File: src/rtl/cpu_pkg.sv
// Shared CPU definitions: one-hot execution classes, RV32I opcodes and the HALT word.
// Used by inst_decoder and by the control FSM.
package cpu_pkg;

  localparam int unsigned ExecW = 12;

  typedef logic [ExecW-1:0] exec_t;

  localparam exec_t ExecLw   = 12'h001;
  localparam exec_t ExecSlli = 12'h002;
  localparam exec_t ExecSw   = 12'h004;
  localparam exec_t ExecBeq  = 12'h008;
  localparam exec_t ExecAdd  = 12'h010;
  localparam exec_t ExecSub  = 12'h020;
  localparam exec_t ExecSll  = 12'h040;
  localparam exec_t ExecXor  = 12'h080;
  localparam exec_t ExecOr   = 12'h100;
  localparam exec_t ExecJal  = 12'h200;
  localparam exec_t ExecHalt = 12'h400;
  localparam exec_t ExecAnd  = 12'h800;

  localparam logic [6:0] OpLoad   = 7'b0000011;
  localparam logic [6:0] OpImm    = 7'b0010011;
  localparam logic [6:0] OpStore  = 7'b0100011;
  localparam logic [6:0] OpBranch = 7'b1100011;
  localparam logic [6:0] OpReg    = 7'b0110011;
  localparam logic [6:0] OpJal    = 7'b1101111;
  localparam logic [6:0] OpSystem = 7'b1110011;

  localparam logic [31:0] HaltWord = 32'h0010_0073;

  localparam logic [6:0] Funct7Base = 7'b0000000;
  localparam logic [6:0] Funct7Alt  = 7'b0100000;

  // Everything the decoder captures on a load_inst cycle.
  typedef struct packed {
    exec_t       execution;
    logic [4:0]  rs1;
    logic [4:0]  rs2;
    logic [4:0]  rd;
    logic [31:0] imm;
    logic        illegal;
  } dec_t;

endpackage

File: src/rtl/inst_decoder_imm_gen.sv
// Combinational immediate generator; selects the immediate format from the
// already-decoded one-hot execution class.
module imm_gen
  import cpu_pkg::*;
(
  input  logic [31:0] inst_i,
  input  exec_t       execution_i,
  output logic [31:0] imm_o
);

  // Opcode bits are already folded into execution_i.
  logic unused_opcode;
  assign unused_opcode = ^inst_i[6:0];

  always_comb begin
    imm_o = '0;
    unique case (execution_i)
      ExecLw:   imm_o = {{20{inst_i[31]}}, inst_i[31:20]};
      ExecSlli: imm_o = {26'b0, inst_i[25:20]};
      ExecSw:   imm_o = {{20{inst_i[31]}}, inst_i[31:25], inst_i[11:7]};
      ExecBeq:  imm_o = {{19{inst_i[31]}}, inst_i[31], inst_i[7], inst_i[30:25],
                         inst_i[11:8], 1'b0};
      ExecJal:  imm_o = {{11{inst_i[31]}}, inst_i[31], inst_i[19:12], inst_i[20],
                         inst_i[30:21], 1'b0};
      default:  imm_o = '0;
    endcase
  end

endmodule

File: src/rtl/inst_decoder.sv
// Registered instruction decoder: captures the ROM word on load_inst, decodes it to a
// one-hot execution class plus operands, and tracks a sticky illegal flag and count.
module inst_decoder
  import cpu_pkg::*;
#(
  parameter int unsigned CntW = 16
) (
  input  logic            clk_i,
  input  logic            rst_i,
  input  logic [31:0]     inst_i,
  input  logic            load_inst_i,
  input  logic            dec_en_i,
  output logic [11:0]     execution_o,
  output logic [4:0]      rs1_o,
  output logic [4:0]      rs2_o,
  output logic [4:0]      rd_o,
  output logic [31:0]     alu_data2_o,
  output logic            illegal_o,
  output logic [CntW-1:0] inst_count_o
);

  logic [6:0] opcode;
  logic [2:0] funct3;
  logic [6:0] funct7;

  assign opcode = inst_i[6:0];
  assign funct3 = inst_i[14:12];
  assign funct7 = inst_i[31:25];

  exec_t       exec_dec;
  logic        illegal_dec;
  logic [31:0] imm_dec;

  // Anything not matched exactly falls through to HALT so the CPU parks.
  always_comb begin
    exec_dec    = ExecHalt;
    illegal_dec = 1'b1;
    unique case (opcode)
      OpLoad: begin
        if (funct3 == 3'b010) begin
          exec_dec    = ExecLw;
          illegal_dec = 1'b0;
        end
      end
      OpImm: begin
        if (funct3 == 3'b001 && inst_i[31:26] == 6'b0) begin
          exec_dec    = ExecSlli;
          illegal_dec = 1'b0;
        end
      end
      OpStore: begin
        if (funct3 == 3'b010) begin
          exec_dec    = ExecSw;
          illegal_dec = 1'b0;
        end
      end
      OpBranch: begin
        if (funct3 == 3'b000) begin
          exec_dec    = ExecBeq;
          illegal_dec = 1'b0;
        end
      end
      OpReg: begin
        illegal_dec = 1'b0;
        unique case ({funct7, funct3})
          {Funct7Base, 3'b000}: exec_dec = ExecAdd;
          {Funct7Alt,  3'b000}: exec_dec = ExecSub;
          {Funct7Base, 3'b001}: exec_dec = ExecSll;
          {Funct7Base, 3'b100}: exec_dec = ExecXor;
          {Funct7Base, 3'b110}: exec_dec = ExecOr;
          {Funct7Base, 3'b111}: exec_dec = ExecAnd;
          default: begin
            exec_dec    = ExecHalt;
            illegal_dec = 1'b1;
          end
        endcase
      end
      OpJal: begin
        exec_dec    = ExecJal;
        illegal_dec = 1'b0;
      end
      OpSystem: begin
        if (inst_i == HaltWord) begin
          exec_dec    = ExecHalt;
          illegal_dec = 1'b0;
        end
      end
      default: begin
        exec_dec    = ExecHalt;
        illegal_dec = 1'b1;
      end
    endcase
  end

  imm_gen u_imm_gen (
    .inst_i      (inst_i),
    .execution_i (exec_dec),
    .imm_o       (imm_dec)
  );

  dec_t            dec_d, dec_q;
  logic            dec_en_q;
  logic            illegal_d, illegal_q;
  logic [CntW-1:0] count_d, count_q;
  logic            dec_en_rise;

  assign dec_en_rise = dec_en_i & ~dec_en_q;

  always_comb begin
    dec_d     = dec_q;
    illegal_d = illegal_q;
    count_d   = count_q;
    if (load_inst_i) begin
      dec_d.execution = exec_dec;
      dec_d.rs1       = inst_i[19:15];
      dec_d.rs2       = inst_i[24:20];
      dec_d.rd        = inst_i[11:7];
      dec_d.imm       = imm_dec;
      dec_d.illegal   = illegal_dec;
    end
    // Uses the already-registered decode, i.e. the instruction control accepted.
    if (dec_en_rise) begin
      count_d   = count_q + CntW'(1);
      illegal_d = illegal_q | dec_q.illegal;
    end
  end

  always_ff @(posedge clk_i) begin
    if (rst_i) begin
      dec_q     <= '0;
      dec_en_q  <= 1'b0;
      illegal_q <= 1'b0;
      count_q   <= '0;
    end else begin
      dec_q     <= dec_d;
      dec_en_q  <= dec_en_i;
      illegal_q <= illegal_d;
      count_q   <= count_d;
    end
  end

  assign execution_o  = dec_q.execution;
  assign rs1_o        = dec_q.rs1;
  assign rs2_o        = dec_q.rs2;
  assign rd_o         = dec_q.rd;
  assign alu_data2_o  = dec_q.imm;
  assign illegal_o    = illegal_q;
  assign inst_count_o = count_q;

endmodule

File: config.mk
export PLATFORM = sky130hd
export DESIGN_NAME = inst_decoder
export DESIGN_NICKNAME = d
export VERILOG_FILES = /design/src/rtl/cpu_pkg.sv /design/src/rtl/inst_decoder_imm_gen.sv /design/src/rtl/inst_decoder.sv
export SDC_FILE = /design/constraint.sdc
export NUM_CORES = 1
export LEC_CHECK = 0
export ABC_AREA = 1
export BUFFER_PORTS_ARGS = -buffer_cell sky130_fd_sc_hd__clkbuf_2
export CAP_MARGIN = 20
export CORE_ASPECT_RATIO = 0.6
export CORE_UTILIZATION = 48
export CTS_CLUSTER_SIZE = 10
export DETAILED_ROUTE_END_ITERATION = 8
export PLACE_DENSITY = 0.76
export SYNTH_ARGS = -nofsm -noshare
export SYNTH_HDL_FRONTEND = slang
export SYNTH_HIERARCHICAL = 1
export SYNTH_SLANG_ARGS = --single-unit
export TNS_END_PERCENT = 100
File: constraint.sdc
create_clock -name clk_i -period 2.6 [get_ports clk_i]
set_input_delay 0.52 -clock clk_i [delete_from_list [all_inputs] [get_ports clk_i]]
set_output_delay 0.52 -clock clk_i [all_outputs]
set_load 0.01 [all_outputs]
==> reports/results.txt <==
Reg-to-reg endpoint - inst_count_o[12]
Routability-driven placement congestion ratio - 0.8518
Setup violations, final - 0
Worst-path maximum fanout - 7
Die area - 9367 sq um
PostCTS Resize Cnt - 0
VDD IR max - 0.0003943 V
Initial Utilization - 49.96%
Hold/Removal Path Class - in -> reg
Max Cap Viol - 0
Vias in the first global route - 3403
Critical path class - in -> reg
Number of port buffers - 111
Hpwl dp - 7.879 mm
Leakage - 2.321 nW
DRC - 0
Area Growth Syn to Fin - 12.67%
Ant. Diodes - 0
Mean area per synthesized cell - 7.014 sq um
Setup Fix Bufs, Post-CTS - 0
Setup TNS - 0 ps
Worst r2r path cells - 7
Clock sinks - 78
Clock latency at the later pin of the worst-skew pair - 330 ps
I/O pin cnt - 112
Post-route setup slack - 288.5 ps
Worst slew pin tran - 605.5 ps
Data arrival, critical path - 2570 ps
Post-layout util - 56.28%
First-pass GRT wire length - 16.68 mm
Post-synthesis cell area - 4307 sq um
Max-slew violations - 0
Fill cells - 835
Routed Wire Length - 10.52 mm
Dpl ws - -34.91 ps
Status - finished clean
H-tree depth - 3
Worst rel slew slack - 59.63%
Most common cell after layout, fill and taps aside - nor2_1
Setup crit start - inst_i[29]
1st-iter DRT viols - 263
Core area - 8621 sq um
Clock Path Buffers - 2
Min Tclk post-route - 2311 ps
Period Utilization, post-route - 88.90%
Worst-path clk slew - 60 ps
Most frequent cells in the layout - nor2_1, clkbuf_2, dfxtp_1, nand2_1, o21ai_0
Die width - 124.3 microns
Hold-fix buffer count after cts - 0
Area after DPL - 4527 sq um
Synthesis Warnings - 6
CTS buffer count - 9
Clk root buf - clkbuf_16
WL per Instance - 13.51 microns
Unrepaired setup endpoints after global routing - false
R2R Setup Slk - 1050 ps
Crit end category - flip-flop
Total congestion overflow - 0
# rows - 26
Number of distinct library cells after synthesis - 38
Largest net degree at the start of global routing - 69
Fin area - 4852 sq um
PwrDens - 603.3 nW/um^2
Required time worst endpoint - 2860 ps
Final Hold Viols - 0
Reg2reg start - inst_count_o[0]
Antenna violations before repair - 0
Total Routing Usage GR - 22.72%
Hold depth - 3
1st-pass router iterations - 6
Via density per instance - 4.944
Critical path endpoint - alu_data2_o[16]
Final Total Pwr - 0.002927 W
CTS tree - built
Sequential cell area fraction in the yosys report - 36.26%
Worst Skew - 2.927 ps
DIE HEIGHT - 75.37 microns
Final nets - 699
Final ANT Viol Nets - 0
Max Freq - 0.4326 GHz
Gate Count Post-Synth - 614
Share of cells above drive strength 1 - 27.89%
Vias - 3851
Synth Register Bits - 78
Startpoint types - primary input
Syn_nets - 651
final cells by class:
type	count	area (sq um)	area share, %
Multi-Input combinational cell	395	1942	40.02
Sequential cell	78	1562	32.18
Timing Repair Buffer	128	695.7	14.34
Clock buffer	11	242.7	5.003
Inverter	50	187.7	3.868
Tap cell	112	140.1	2.888
Clock inverter	5	82.58	1.702
cells in the mapped netlist:
| master | n | share of area (%) |
|---|---|---|
| buf_4 | 70 | 12 |
| nand3b_4 | 2 | 0.93 |
| nand3_1 | 10 | 1.2 |
| inv_1 | 47 | 4.1 |
| ha_1 | 1 | 0.29 |
| nor2_8 | 1 | 0.46 |
| nand3_4 | 1 | 0.41 |
| nor3_2 | 3 | 0.70 |
| dfxtp_1 | 78 | 36 |
| buf_6 | 1 | 0.26 |
| nand3b_1 | 1 | 0.17 |
| o21ai_2 | 1 | 0.20 |
| nand3_2 | 4 | 0.93 |
| nand4_4 | 1 | 0.49 |
| nor4_1 | 2 | 0.29 |
| a21oi_1 | 22 | 2.6 |
| buf_1 | 1 | 0.087 |
| nand2_2 | 9 | 1.3 |
| nand2_1 | 66 | 5.8 |
| o21a_1 | 3 | 0.52 |
| and3_2 | 1 | 0.17 |
| and2_1 | 1 | 0.15 |
| inv_2 | 3 | 0.26 |
| nor2_1 | 163 | 14 |
| nor2_4 | 5 | 1.3 |
| nor3_1 | 7 | 0.81 |
| o211ai_1 | 7 | 1.2 |
| nand2_4 | 3 | 0.78 |
| clkbuf_1 | 14 | 1.2 |
| o22ai_1 | 1 | 0.15 |
| buf_2 | 5 | 0.58 |
| o211ai_2 | 1 | 0.29 |
| nand4_1 | 3 | 0.44 |
| nor2_2 | 6 | 0.87 |
| and3_4 | 1 | 0.26 |
| o21ai_1 | 2 | 0.23 |
| o21ai_0 | 65 | 7.6 |
| xor2_1 | 2 | 0.41 |
flip-flops by register name, indices dropped and copies added, names as in the netlist:
register / cells
dec_q: 1
alu_data2_o: 32
dec_en_q: 1
rs1_o: 5
inst_count_o: 16
rd_o: 5
illegal_o: 1
rs2_o: 5
execution_o: 12
cell families after synthesis:
group / after synthesis / share of synthesized area, %
adders and majority gates: 1 / 0.2905
and+or+nand+nor: 290 / 31.61
DFF: 78 / 36.26
buffers and inverters: 141 / 18.71
AOI/OAI and AO/OA: 102 / 12.73
xor gates and xnor gates: 2 / 0.4068
metal layers:
metal  track usage, %  part of all wire, %
met5                0                    0
met4            6.158                  1.1
met3            6.882                  6.1
met2            34.32                   41
met1            31.70                   52
power by group:
part	leakage (nW)	internal, W	total, W	switching [W]
logic	1.53	0.000107	0.000299	0.000191
clock network	0.148	0.000866	0.00135	0.000481
registers	0.641	0.00125	0.00128	0.0000300
critical path, stage by stage:
cell	delay [ps]
clkbuf_2	90
nor2_1	220
nand3_4	150
o21ai_1	160
nand2_1	80
nor2_1	120
nand3_1	100
nor2_2	120
inv_1	50
nor2_1	180
nand3b_4	140
buf_4	190
o211ai_1	190
nor2_1	110
nor2_1	150
through the flow:
stage	hold slack, ps	instances
finish	438.0	779
global route	438.2	779
CTS	437.5	779
detailed placement	446.4	763
global placement	441.3	763
floorplan	435.9	614
worst min-delay path by stage:
stage                         start   endpoint  slack [ps]
after floorplan            dec_q[0]  illegal_o         440
after global routing       dec_en_i   dec_en_q         440
after detailed placement  illegal_o  illegal_o         450
final                      dec_en_i   dec_en_q         440
after global placement    illegal_o  illegal_o         440
after CTS                  dec_en_i   dec_en_q         440
Note: power is estimated with default switching activity, not from simulation.
